<file path="config.mk">
export PLATFORM = sky130hd
export DESIGN_NAME = wb_shared_bus_arbiter
export DESIGN_NICKNAME = d
export VERILOG_FILES = /design/src/rtl/wb_shared_bus_arbiter.sv
export SDC_FILE = /design/constraint.sdc
export NUM_CORES = 1
export LEC_CHECK = 0
export CORE_AREA = 2 2 155 157
export CTS_BUF_LIST = sky130_fd_sc_hd__clkbuf_8
export CTS_CLUSTER_DIAMETER = 60
export DETAILED_ROUTE_END_ITERATION = 10
export DIE_AREA = 0 0 157 159
export GPL_ROUTABILITY_DRIVEN = 0
export PLACE_DENSITY_LB_ADDON = 0.1
export SLEW_MARGIN = 20
export SYNTH_ARGS = -nofsm -noshare
export SYNTH_HDL_FRONTEND = slang
export SYNTH_SLANG_ARGS = --single-unit
</file>
<file path="constraint.sdc">
create_clock -name clock -period 4.4 [get_ports clock]
set_clock_uncertainty 0.2 [all_clocks]
set_input_delay 0.88 -clock clock [delete_from_list [all_inputs] [get_ports clock]]
set_output_delay 0.88 -clock clock [all_outputs]
set_load 0.005 [all_outputs]
</file>
<file path="src/rtl/wb_shared_bus_arbiter.sv">
// Shared-bus Wishbone B4 classic interconnect: two masters, round-robin
// ownership, owner address decode, unmapped and timeout error generation.
module wb_shared_bus_arbiter #(
    parameter int ADDR_WIDTH = 32,
    parameter int DATA_WIDTH = 32,
    parameter int NUM_SLAVES = 4,
    parameter logic [NUM_SLAVES-1:0][ADDR_WIDTH-1:0] SLAVE_BASE =
        {32'h3000_0000, 32'h2000_0000, 32'h1000_0000, 32'h0000_0000},
    parameter logic [NUM_SLAVES-1:0][ADDR_WIDTH-1:0] SLAVE_MASK =
        {32'hFFFF_FFE0, 32'hFFFF_FFF0, 32'hFFF0_0000, 32'hFFFF_0000},
    parameter int TIMEOUT_CYCLES = 255
) (
    input  logic                                    clock,
    input  logic                                    reset,
    input  logic [1:0]                              m_cyc,
    input  logic [1:0]                              m_stb,
    input  logic [1:0]                              m_we,
    input  logic [1:0][DATA_WIDTH/8-1:0]            m_sel,
    input  logic [1:0][ADDR_WIDTH-1:0]              m_adr,
    input  logic [1:0][DATA_WIDTH-1:0]              m_dat_w,
    output logic [DATA_WIDTH-1:0]                   m_dat_r,
    output logic [1:0]                              m_ack,
    output logic [1:0]                              m_err,
    output logic [NUM_SLAVES-1:0]                   s_cyc,
    output logic [NUM_SLAVES-1:0]                   s_stb,
    output logic                                    s_we,
    output logic [DATA_WIDTH/8-1:0]                 s_sel,
    output logic [ADDR_WIDTH-1:0]                   s_adr,
    output logic [DATA_WIDTH-1:0]                   s_dat_w,
    input  logic [NUM_SLAVES-1:0][DATA_WIDTH-1:0]   s_dat_r,
    input  logic [NUM_SLAVES-1:0]                   s_ack,
    input  logic [NUM_SLAVES-1:0]                   s_err
);

    localparam int IW = (NUM_SLAVES > 1) ? $clog2(NUM_SLAVES) : 1;
    localparam logic [15:0] TMO_LAST = 16'(TIMEOUT_CYCLES - 1);

    typedef enum logic [2:0] {IDLE, OWN0, OWN1, ERR0, ERR1} state_t;

    state_t        state;
    logic          last_owner;
    logic          tmo_err;
    logic [15:0]   tmo_cnt;

    logic          owner;
    logic          owned;
    logic          in_err;
    logic          held;
    logic          req;
    logic          hit_any;
    logic [IW-1:0] hit_idx;
    logic          sel_ack;
    logic          sel_err;
    logic          resp_ack;
    logic          resp_err;

    assign owner  = (state == OWN1) || (state == ERR1);
    assign owned  = (state == OWN0) || (state == OWN1);
    assign in_err = (state == ERR0) || (state == ERR1);
    assign held   = owned | in_err;

    assign s_we    = held & m_we[owner];
    assign s_sel   = held ? m_sel[owner]   : '0;
    assign s_adr   = held ? m_adr[owner]   : '0;
    assign s_dat_w = held ? m_dat_w[owner] : '0;

    assign req = owned & m_cyc[owner] & m_stb[owner];

    // Descending scan so the lowest matching index is the one kept.
    always_comb begin
        hit_any = 1'b0;
        hit_idx = '0;
        for (int i = NUM_SLAVES - 1; i >= 0; i--) begin
            if ((s_adr & SLAVE_MASK[i]) == SLAVE_BASE[i]) begin
                hit_any = 1'b1;
                hit_idx = IW'(i);
            end
        end
    end

    always_comb begin
        s_cyc = '0;
        s_stb = '0;
        if (owned && m_cyc[owner] && hit_any) begin
            s_cyc[hit_idx] = 1'b1;
            s_stb[hit_idx] = m_stb[owner] & ~tmo_err;
        end
    end

    assign sel_ack  = s_stb[hit_idx] & s_ack[hit_idx];
    assign sel_err  = s_stb[hit_idx] & s_err[hit_idx];
    assign resp_err = sel_err | (owned & tmo_err) | in_err;
    assign resp_ack = sel_ack & ~sel_err;
    assign m_dat_r  = (|s_stb) ? s_dat_r[hit_idx] : '0;

    always_comb begin
        m_ack = '0;
        m_err = '0;
        if (held) begin
            m_ack[owner] = resp_ack;
            m_err[owner] = resp_err;
        end
    end

    always_ff @(posedge clock or negedge reset) begin
        if (!reset) begin
            state      <= IDLE;
            last_owner <= 1'b1;
            tmo_err    <= 1'b0;
            tmo_cnt    <= '0;
        end else begin
            tmo_err <= 1'b0;
            tmo_cnt <= '0;
            if (req && hit_any && !tmo_err && !sel_ack && !sel_err) begin
                if (tmo_cnt == TMO_LAST) tmo_err <= 1'b1;
                else                     tmo_cnt <= tmo_cnt + 16'd1;
            end
            unique case (state)
                IDLE: begin
                    if (m_cyc[0] && (!m_cyc[1] || last_owner)) begin
                        state      <= OWN0;
                        last_owner <= 1'b0;
                    end else if (m_cyc[1]) begin
                        state      <= OWN1;
                        last_owner <= 1'b1;
                    end
                end
                OWN0, OWN1: begin
                    if (!m_cyc[owner])         state <= IDLE;
                    else if (req && !hit_any)  state <= owner ? ERR1 : ERR0;
                end
                ERR0:    state <= m_cyc[0] ? OWN0 : IDLE;
                ERR1:    state <= m_cyc[1] ? OWN1 : IDLE;
                default: state <= IDLE;
            endcase
        end
    end

endmodule

</file>
=== Yosys cells after proc, flatten, opt, wreduce, memory -nomap -nowiden ===
Cells that the tools add are included.

* Register bits: 21
* Bits of input ports: 280
* Output and inout bits: 113

* Eq/ne operators: 10
* Bitwise operators: 16
* Reduce and logical (&&, ||, !) cells: 26
* $add $sub $neg: 1
* $lt $le $gt $ge: 4
* Muxes and demuxes: 54

{| class="wikitable"
|+ Operator list
! cell !! number
|-
| $mux 32 || 8
|-
| $bmux 32 s2 || 1
|-
| $logic_not 32->1 || 1
|-
| $mux 16 || 2
|-
| $eq 28x26->1 const B || 1
|-
| $eq 27x25->1 const B || 1
|-
| $mux 1 || 20
|-
| $mux 4 || 5
|-
| $add 16x1->16 const B || 1
|-
| $eq 16x8->1 const B || 1
|-
| $mux 3 || 5
|-
| $mux 2 || 7
|-
| $eq 12x9->1 const B || 1
|-
| $pmux 3 s4 || 1
|-
| $logic_and 1x1->1 || 10
|-
| $and 1x1->1 || 8
|-
| $bmux 1 s2 || 3
|-
| $eq 3x2->1 const B || 2
|-
| $ne 3x3->1 const B || 2
|-
| $logic_not 1->1 || 5
|-
| $and 2x2->2 || 2
|-
| $and 4x4->4 || 1
|-
| $logic_or 1x1->1 || 4
|-
| $reduce_and 2->1 || 2
|-
| other kinds (14) || 17
|}

=== Longest topological paths before layout ===
Gate-level depths: netlist (run 1).

* Depth after elaboration: 23
* Mapped depth: 13
* Gate-level depth less buffers: 9

=== Worst setup path after synthesis (run 1) ===
OpenSTA, ideal clock, no wires.

* Path kind: input port to output port
* Start point: in m_adr[52] in the netlist's numbering
* End point: out m_ack[0]
* Arrival time: 3.421 ns
* Path slack: -0.101 ns
* Cell stages on the path: 10
* Cell sequence: a32o_1 or4_1 clkbuf_1 or3_1 buf_2 buf_6 nor4_4 nand2_2 buf_4 a2111oi_2

* Cells in the longest elaborated chain, start to end: 21

{| class="wikitable"
|+ RTL lines
! what !! RTL line !! source
|-
| start: declaration || 19 || <nowiki>input logic [1:0][ADDR_WIDTH-1:0] m_adr,</nowiki>
|-
| $mux 32 (implied by the code) (*) (2 in a row) || 64 || <nowiki>assign s_adr = held ? m_adr[owner] : '0;</nowiki>
|-
| $mux 32 (*) || 64 ||
|-
| $eq 27x25->1 || 74 || <nowiki>if ((s_adr & SLAVE_MASK[i]) == SLAVE_BASE[i]) begin</nowiki>
|-
| $mux 2 (4 in a row) || 74 ||
|-
| $lt 2x3->1 (implied by the code) or $ge 2x1->1 (tied branches) || 86 || <nowiki>s_stb[hit_idx] = m_stb[owner] & ~tmo_err;</nowiki>
|-
| $logic_and 1x1->1 (implied by the code) || 86 ||
|-
| $mux 1 (implied by the code) || 86 ||
|-
| $demux 1 s2 || 86 ||
|-
| $and 4x4->4 (no line) || n/a ||
|-
| $mux 4 || 84 || <nowiki>if (owned && m_cyc[owner] && hit_any) begin</nowiki>
|-
| $bmux 1 s2 || 90, 91 ||
|-
| $mux 1 (implied by the code) || 90, 91 ||
|-
| $and 1x1->1 || 91 || <nowiki>assign sel_err = s_stb[hit_idx] & s_err[hit_idx];</nowiki>
|-
| $not 1->1 || 93 || <nowiki>assign resp_ack = sel_ack & ~sel_err;</nowiki>
|-
| $and 1x1->1 (*) || 93 ||
|-
| $and 2x2->2 (no line) (*) || n/a ||
|-
| $mux 2 (*) || 99 || <nowiki>if (held) begin</nowiki>
|-
| end: declaration || 22 || <nowiki>output logic [1:0] m_ack,</nowiki>
|}

Every way passes the cells marked *; elsewhere a longest branch is shown, timed or not. The select of a mux whose other input is x is not followed.

=== Worst setup path after layout (run 1) ===
* Start point: in m_adr[25] in the netlist's numbering
* End point: out m_dat_r[28]

* Cells in the longest elaborated chain, start to end: 16

{| class="wikitable"
|+ RTL lines
! what !! RTL line !! source
|-
| $mux 32 (implied by the code) (*) (2 in a row) || 64 ||
|-
| $mux 32 (*) || 64 ||
|-
| $eq 27x25->1 || 74 ||
|-
| $mux 2 (4 in a row) || 74 ||
|-
| $lt 2x3->1 (implied by the code) or $ge 2x1->1 (tied branches) || 86 ||
|-
| $logic_and 1x1->1 (implied by the code) || 86 ||
|-
| $mux 1 (implied by the code) || 86 ||
|-
| $demux 1 s2 || 86 ||
|-
| $and 4x4->4 (no line) || n/a ||
|-
| $mux 4 || 84 ||
|-
| $reduce_or 4->1 || 94 || <nowiki>assign m_dat_r = (|s_stb) ? s_dat_r[hit_idx] : '0;</nowiki>
|-
| $mux 32 (*) || 94 ||
|-
| end: declaration || 21 || <nowiki>output logic [DATA_WIDTH-1:0] m_dat_r,</nowiki>
|}

Marks and branches as above.

==> results, run 1 <==
- The type of the worst setup path is in2out.
- From left edge to right edge, the die measures around 160 um.
- Summed over all cells, the static leakage comes to 4.18 nW.
- The number of pins exceeding their max-slew limit in the final report is 0.
- The reg2reg setup slack is 0.54 ns.
- Summed over all nets, the switching power comes to 1.65 mW.
- Using the TritonRoute via totals, the vias-per-cell ratio works out to 4.77.
- The switching share of total power is 0.456.
- The relative contribution of combinational cells to total power is 0.898.
- The synthesized netlist occupies a cell area of around 4000 um^2.
- The internal portion of total power is roughly 2.0 mW.
- The initial antenna violation count is 1.
- The final reports fail on setup timing.
- Detailed routing inserted a total of 6512 vias.
- Synthesis handed over a netlist of ~550 instances.
- Ranked by total cell area, the synthesized netlist is headed by sky130_fd_sc_hd__dfrtp_1 13%, sky130_fd_sc_hd__a22o_1 11%, sky130_fd_sc_hd__a2111oi_0 7.9%.
- The synthesis warning total is 0.
- The total buffers and inverters traversed by the critical path is 6.
- The first TritonRoute pass finished after 4 iterations.
- The path depth of the worst reg2reg path is 11.
- In the final layout, the share of cells above drive strength 1 is 0.352.
- Counting flops with a built-in enable in the synthesized netlist gives 0.
- The cell type with the largest total area after synthesis is sky130_fd_sc_hd__dfrtp_1.
- Of the available clock period, the critical path in the final layout requires 1.06.
- The worst ir drop on vdd is 0.228 mV.
- The cell at the root of the clock tree is sky130_fd_sc_hd__clkbuf_8.
- The largest single stage delay on the critical path is approximately 0.54 ns.
- By count the netlist is led by 71 x sky130_fd_sc_hd__inv_1, 51 x sky130_fd_sc_hd__a22o_1, 45 x sky130_fd_sc_hd__clkbuf_1, 37 x sky130_fd_sc_hd__a211oi_1, 37 x sky130_fd_sc_hd__o21ai_0.
- The master of the slowest instance on the critical path is sky130_fd_sc_hd__or4_4.
- The class of the tightest hold or removal check is reg2reg.
- The starting utilization of the core area is 0.172.
- For this design the ratio of total power to cell area is 342 nW/um^2.
- In this run, the number of DRC markers left after iteration 0 of detailed routing was 207.
- After clock tree synthesis, the flow added hold-fix buffers numbering 0.
- Compared with the post-synthesis result, the final layout area differs by 165%.
- The part of the total power dissipated in sequential elements is 0.065.
- For this run, the top clock speed supported by timing is 214 MHz.
- Of the total power, the clock network draws 0.037.
- The run finished, with violations left.
- Among all cell types in the netlist, the one instantiated most often is sky130_fd_sc_hd__inv_1.
- The final number of setup-violating endpoints is 38.
- The last element of the critical path is m_dat_r[28].
- Once placement completed, the tool counted placed cells totaling about 1300.
- Headroom to the max-slew limit came out at 0.610.
- In this run the worst setup path begins at m_adr[25].
- After synthesis, the netlist uses 59 different library cells.
- The critical path goes through clkdlybuf4s15_1 > a32o_2 > or4_4 > or3_4 > buf_6 > or3_4 > buf_12 > buf_12 > buf_6 > o21ai_2 > a21oi_1 > buf_2.
- Synthesis produced a netlist with a net count of 827.
- For this run, the total global-route usage over all layers was measured as 0.224.
- The family of cells with the greatest summed delay on the critical path is simple AND/OR/NAND/NOR gates.
- The final routed wirelength across all metal layers is approximately 30000 um.
- The total area inside the core boundary comes to 23200 um^2.
- After the last flow step, the layout net total stands at between 1000 and 1500.
- The number of remaining DRC errors is 0.
- The smallest clock period supported by the final layout is computed as between 4 and 5 ns.
- The pin count of the biggest net entering global routing is between 50 and 60.
- STA classifies the critical path startpoint as an input port.
- The minimum setup slack in the final design is -0.281 ns.
- between 300 and 400 I/O pins were placed.
- The data arrival time of the critical path is 3.60 ns.
- The max capacitance violation total is 0.
- The post-detailed-route count of antenna-violating nets is 0.
- During placement, the flow inserted port buffers numbering 392.
- Each instance of the synthesized netlist takes up on average 7.31 um^2.
- Setup repair after global routing could not meet its margin everywhere.
- The instance area at placement is 8900 um^2.
- The critical register-to-register path endpoint is tmo_cnt[13]$_DFF_PN0_.
- The worst register-to-register path begins at state[2]$_DFFE_PN0P_.
- The count of standard-cell rows is 56.
- Counting along the longest clock path gives a buffer depth of 2.
- The clock reaches the later pin of the worst-skew pair after 0.27 ns.
- Dividing the detail-routed wire length by the instance count gives 21.7 um.
- The filler cells instantiated in the layout total 2338.
- The required time at the endpoint of the critical path is around 3.3 ns.
- The first global-routing pass estimated 43100 um of wire.
- The number of H-tree levels is 1.
- The worst-margin pin slew is 0.585 ns.
- The fraction of synthesized cell area taken by the top area cell type is 0.126.
- Of all nets on the critical path, the largest fanout is 5.
- The clock edge transition at the registers on the reported setup and hold paths is 0.09 ns.
- The die covers 25000 um^2.
- The synthesis-stage register bit count is 21.
- STA classifies the critical path endpoint as an output pin.
- The HPWL after detailed placement is between 20000 and 25000 um.
- Of the synthesized area, sequential elements account for 0.132.
- The count of cells in the finished layout, fillers not included, comes to 1364.
- The TritonCTS sink count is 21.
- In this run the vertical extent of the chip is 159 um.
- The number of global-route vias before repair is between 7000 and 8000.
- The TritonCTS buffer count is 3.
- The share of synthesized flip-flops with an asynchronous set or reset is 1.00.
- The critical path crosses 12 cells after its start point.
- The total count of hold-check failures in the final report is 0.
- TritonCTS built the clock tree.
- After routing the design area is around 11000 um^2.
- The most frequently used flop master after synthesis is sky130_fd_sc_hd__dfrtp_1.
- The sum of overflow across all layers after global routing is 0.
## worst min path at each step
stage                                     from              endpoint  slack, ns  cells past startpoint
final                     tmo_cnt[0]$_DFF_PN0_  tmo_cnt[0]$_DFF_PN0_       0.33                      1
after global routing      tmo_cnt[0]$_DFF_PN0_  tmo_cnt[0]$_DFF_PN0_       0.36                      1
after CTS                 tmo_cnt[0]$_DFF_PN0_  tmo_cnt[0]$_DFF_PN0_       0.33                      1
after detailed placement  tmo_cnt[0]$_DFF_PN0_  tmo_cnt[0]$_DFF_PN0_       0.31                      1
after global placement    tmo_cnt[0]$_DFF_PN0_  tmo_cnt[0]$_DFF_PN0_       0.32                      1
after floorplan           tmo_cnt[0]$_DFF_PN0_  tmo_cnt[0]$_DFF_PN0_       0.28                      1
## layout make-up
type | instances | area, um^2 | share of cell area
Timing Repair Buffer | 558 | 5380 | 0.509
Inverter | 72 | 270 | 0.0256
Clock buffer | 3 | 41.3 | 0.00391
Tap cell | 319 | 399 | 0.0378
Antenna cell | 1 | 2.50 | 0.000237
Clock inverter | 1 | 5.00 | 0.000473
Sequential cell | 21 | 531 | 0.0502
Multi-Input combinational cell | 389 | 3950 | 0.373
## power by group through the flow
stage | Sequential [mW] | Clock [mW] | Combinational [mW]
3_3_place_gp | 0.234 | 0 | 2.66
4_1_cts | 0.230 | 0.136 | 3.04
2_1_floorplan | 0.226 | 0 | 1.02
6_report | 0.235 | 0.132 | 3.25
5_1_grt | 0.237 | 0.146 | 3.45
3_5_place_dp | 0.233 | 0 | 2.65
## per-layer routing
layer / share of wire / track usage / wire (um) / vias up
li1: - / - / - / 3147
met1: 0.42 / 0.282 / 12600 / 3104
met2: 0.50 / 0.400 / 14800 / 237
met3: 0.058 / 0.0408 / 1730 / 24
met4: 0.017 / 0.0409 / 508 / 0
met5: 0 / 0 / 0 / -
## flip-flops by register name, summed over array words and instances, names as in the netlist
signal / flops
tmo_err: 1
state: 3
tmo_cnt: 16
last_owner: 1
## metrics by stage
stage	setup TNS [ns]	util	total power, mW	hold slack, ns	setup slack [ns]
2_1_floorplan	-0.0407	-	1.24	0.282	-0.0324
3_3_place_gp	-50.57	0.384	2.90	0.317	-1.30
3_5_place_dp	-51.43	0.384	2.88	0.313	-1.27
4_1_cts	-11.41	0.432	3.41	0.326	-0.421
5_1_grt	-10.78	0.456	3.83	0.358	-0.375
6_report	-6.80	0.456	3.62	0.326	-0.281
## layout by cell type, fill, tap and decap left out, drive strengths merged, types with 2 or more instances in the layout
cell / synthesis / final
nor3: 10 / 10
clkdlybuf4s50: 0 / 318
dlymetal6s2s: 0 / 6
o21ai: 38 / 38
ha: 2 / 2
or3: 2 / 2
inv: 72 / 72
a211oi: 38 / 38
nor4b: 3 / 3
buf: 19 / 206
a32o: 16 / 16
o21a: 2 / 2
bufbuf: 0 / 2
nor4: 6 / 6
xnor2: 5 / 5
nor3b: 3 / 3
and3: 4 / 4
nand3: 13 / 13
xor2: 11 / 11
a22oi: 33 / 33
and2: 5 / 5
clkbuf: 45 / 7
o2111ai: 2 / 2
a2111oi: 51 / 51
nand4b: 3 / 3
mux2: 2 / 2
nand2: 12 / 12
nor2b: 3 / 4
nor2: 15 / 15
a22o: 51 / 51
dlygate4sd2: 0 / 21
or4: 5 / 5
a31oi: 3 / 3
a21oi: 36 / 36
dfrtp: 20 / 20
a21o: 2 / 2
## cells by family after synthesis
logic type,share of synthesized area
AOI/OAI and AO/OA,0.541
xor gates and xnor gates,0.0399
adders and majority gates,0.00628
buffers and inverters,0.140
DFF,0.132
muxes,0.00816
and+or+nand+nor,0.132
## timing repair
item,CTS,global route
endpoints found under the hold margin,0,0
pin swaps,53,58
resized for setup,398,92
endpoints found under the setup margin,49,42
gates cloned,7,2
buffers inserted,48,22
## worst register-to-register path: cells and delay by family, from the launching register on
family                 cells  cell delay (ns)
AO/OA/AOI/OAI              3             0.93
AND/OR/NAND/NOR            2             0.86
buffers and inverters      4             0.68
flip-flops                 1             0.45
multiplexers               1             0.37
XOR/XNOR                   1             0.24
No activity file was read; power rests on OpenSTA's default activity.
==> run 2, diff against run 1 <==
Clock period 4.4 ns to 4.2 ns, I/O delays scaled along.
==> results, run 2 (synthesis gave the netlist of run 1 again) <==
- The flow ran to the end, but the final reports show violations.
- The checks that failed: setup timing.
- The capture endpoint of the worst hold path is tmo_cnt[0]$_DFF_PN0_.
- The master of the slowest instance on the critical path is sky130_fd_sc_hd__or4_4.
- The count of standard-cell rows is 56 (unchanged).
- The die extent in y is 159 um (unchanged).
- The post-detailed-route count of antenna-violating nets is 0 (unchanged).
- The data arrival time of the critical path is 3.62 ns (+0.02 ns).
- The cell at the root of the clock tree is sky130_fd_sc_hd__clkbuf_8.
- The detailed-placement wirelength estimate came to 21600 um (-0.93%).
- The required time at the endpoint of the critical path is 3.16 ns (-0.16 ns).
- The total of fill cells in the finished design is 2315 (-0.98%).
- The maximum clock insertion buffer count is 2 (unchanged).
- The period utilization is 1.11.
- The number of H-tree levels was 1 (unchanged).
- The number of pins exceeding their max-slew limit in the final report came to 0 (unchanged).
- The part of the total power dissipated in sequential elements came to 0.067 (+0.002).
- The internal portion of total power came to 2.04 mW (+3.8%).
- The area taken by flip-flops and latches was 529 um^2 (-0.24%).
- The max capacitance violation total came to 0 (unchanged).
- The reg2reg setup slack is -0.01 ns (-0.55 ns).
- The number of remaining DRC errors was 0 (unchanged).
- The relative contribution of combinational cells to total power is 0.896 (-0.002).
- The TritonCTS buffer count is 3 (unchanged).
- The highest clock rate is 215 MHz.
- The instance count after placement with tap cells included is 1284 (-0.16%).
- The non-filler instance count after layout is 1369 (+0.37%).
- The initial antenna violation count was 0 (-1).
- The highest metal layer used by the detailed router is met4.
- The starting utilization of the core area is 0.172 (unchanged).
- The area of the core is 23200 um^2 (unchanged).
- The final routed wirelength across all metal layers was 29600 um (-0.10%).
- The minimum setup slack in the final design is -0.462 ns (-0.181 ns).
- The worst slew margin relative to its limit is 0.590 (-0.0199).
- The leading cell type in the layout, fill and taps excluded is sky130_fd_sc_hd__clkdlybuf4s50_1.
- The worst register-to-register path begins at state[2]$_DFFE_PN0P_.
- The total number of vias is 6692 (+2.8%).
- The die area was 25000 um^2 (unchanged).
- The most frequent cell on the critical path is sky130_fd_sc_hd__buf_6.
- The path class of the tightest hold or removal check is reg2reg.
- The switching share of total power is 0.452 (-0.00420).
- The area used by multi-input combinational logic was 3970 um^2 (+0.63%).
- The pin count of the biggest net entering global routing came to 52 (unchanged).
- TritonCTS built the clock tree.
- The endpoint identified for the worst register-to-register timing path is tmo_cnt[4]$_DFF_PN0_.
- The count of routing violations after the opening detailed-route iteration is 277 (+34%).
- The family of cells with the greatest summed delay on the critical path is simple AND/OR/NAND/NOR gates.
- tmo_cnt holds more flip-flops than any other register.
- The met3 wire length came to 1550 um (-11%).
- The library cells used most frequently in the layout, excluding fill and tap cells, are 319 x sky130_fd_sc_hd__clkdlybuf4s50_1, 107 x sky130_fd_sc_hd__buf_4, 71 x sky130_fd_sc_hd__inv_1.
- The die width is 157 um (unchanged).
- The routed length on met2 is 16200 um (+9.6%).
- The clock edge transition at the registers on the reported setup and hold paths is 0.09 ns (about the same).
- The flip-flop count of the largest register, all copies and words added was 16 (unchanged).
- The area growth from synthesis to final layout is 169%.
- Setup repair after global routing could not meet its margin everywhere.
- The worst-margin pin slew came to 0.615 ns (+0.0299 ns).
- STA classifies the critical path endpoint as an output pin.
- The power dissipated by switching net loads is 1.68 mW (+2.0%).
- The largest fanout of any net on the critical path is 5 (unchanged).
- The share of cells above drive strength 1 came to 0.362 (+0.0104).
- The number of inserted diodes is 0 (-1).
- The depth of the worst hold-timing path is 1 (unchanged).
- The number of input and output port buffers inserted is 392 (unchanged).
- The sum of overflow across all layers after global routing is 0 (unchanged).
- The final critical-path required period is 4.66 ns.
- The total power after layout came to 3.73 mW (+3.0%).
- The worst hold margin is 0.318 ns (-0.00855 ns).
- The routed length per instance is 21.6 um (-0.47%).
- The path depth of the worst reg2reg path is 14 (+3).
- The wire length of the first global-routing pass is 42600 um (-1.1%).
- The number of buffers added to fix hold violations after cts is 0 (unchanged).
- The number of detailed-routing iterations run before antenna repair was 4 (unchanged).
- The number of nets in the layout was 1333 (+0.45%).
- The reported leakage power is 4.22 nW (+1.2%).
- In the final layout, the registers with the most flip-flops are tmo_cnt (16), state (3).
- In this run the most critical hold path is launched from tmo_cnt[0]$_DFF_PN0_.
- The routed length on met1 is 11100 um (-12%).
- The power per cell area is 347 nW/um^2 (+1.5%).
- Traced cell by cell, the critical path runs through xor2_2 > a32o_2 > or4_4 > or3_4 > buf_12 > or3_4 > buf_12 > buf_16 > buf_6 > buf_6 > buf_6 > o21ai_4 > a21oi_2 > buf_2.
- The I/O pin total is 393 (unchanged).
- The worst ir drop on vdd was 0.224 mV (-1.7%).
- The portion of total power attributed to the clock network was 0.037 (about the same).
- The type of the worst setup path is reg2out.
- The number of vias per cell is 4.89 (+2.4%).
- The type of element launching the critical path is a register.
- The total count of hold-check failures in the final report came to 0 (unchanged).
- The final number of setup-violating endpoints is 45 (+18%).
- The stage delay of the slowest cell on the critical path is 0.56 ns (+0.02 ns).
- The later-pin clock latency in the skew report is 0.27 ns (about the same).
- The global-route total usage across every layer is 0.221 (-0.00308).
- The total buffers and inverters traversed by the critical path is 7 (+1).
- The TritonCTS sink count came to 21 (unchanged).
- The number of global-route vias before repair is 7001 (-0.38%).
-- run 2: per-layer routing --
layer | GRT usage | vias up
li1 | - | 3166
met1 | 0.245 | 3231
met2 | 0.434 | 259
met3 | 0.0308 | 36
met4 | 0.0546 | 0
met5 | 0 | -
-- run 2: worst max path at each step --
stage | startpoint | endpoint | slack, ns | depth (start not counted)
after floorplan | state[2]$_DFFE_PN0P_ | m_ack[0] | 0.01 | 13
after global placement | m_adr[53] | m_ack[1] | -1.11 | 10
after detailed placement | m_adr[12] | m_dat_r[23] | -1.13 | 11
after CTS | state[2]$_DFFE_PN0P_ | m_dat_r[8] | -0.73 | 12
after global routing | m_adr[13] | m_dat_r[9] | -0.53 | 15
final | state[2]$_DFFE_PN0P_ | m_dat_r[9] | -0.46 | 14
-- run 2: layout make-up --
type                       count  area share
clock buffer                   3     0.00385
clock inverter                 1    0.000466
inverter                      72      0.0252
multi-input combinational    391       0.370
sequential                    21      0.0493
tap                          319      0.0372
timing repair buffer         562       0.514
-- run 2: repair_timing --
item | 4_1_cts | 5_1_grt
pin swaps | 76 | 41
gates cloned | 12 | 6
setup buffers | 54 | 17
setup endpoints to repair | 45 | 61
resized for setup | 426 | 73
hold endpoints to repair | 0 | 0
-- run 2: power by group through the flow --
stage | registers (mW) | logic, mW | clock network (mW)
3_5_place_dp | 0.247 | 2.74 | 0
5_1_grt | 0.252 | 3.53 | 0.149
4_1_cts | 0.249 | 3.23 | 0.142
6_report | 0.250 | 3.34 | 0.139
3_3_place_gp | 0.248 | 2.75 | 0
2_1_floorplan | 0.237 | 1.14 | 0
-- run 2: metrics by stage --
step                TNS (ns)  setup slack [ns]  cell area [um^2]   util
finish                -14.19            -0.462             10700  0.463
floorplan                  0            0.0111              4110      -
CTS                   -14.16            -0.734             10300  0.445
global route          -19.25            -0.527             10700  0.463
global placement      -44.97             -1.11              8900  0.384
detailed placement    -47.10             -1.13              8900  0.384
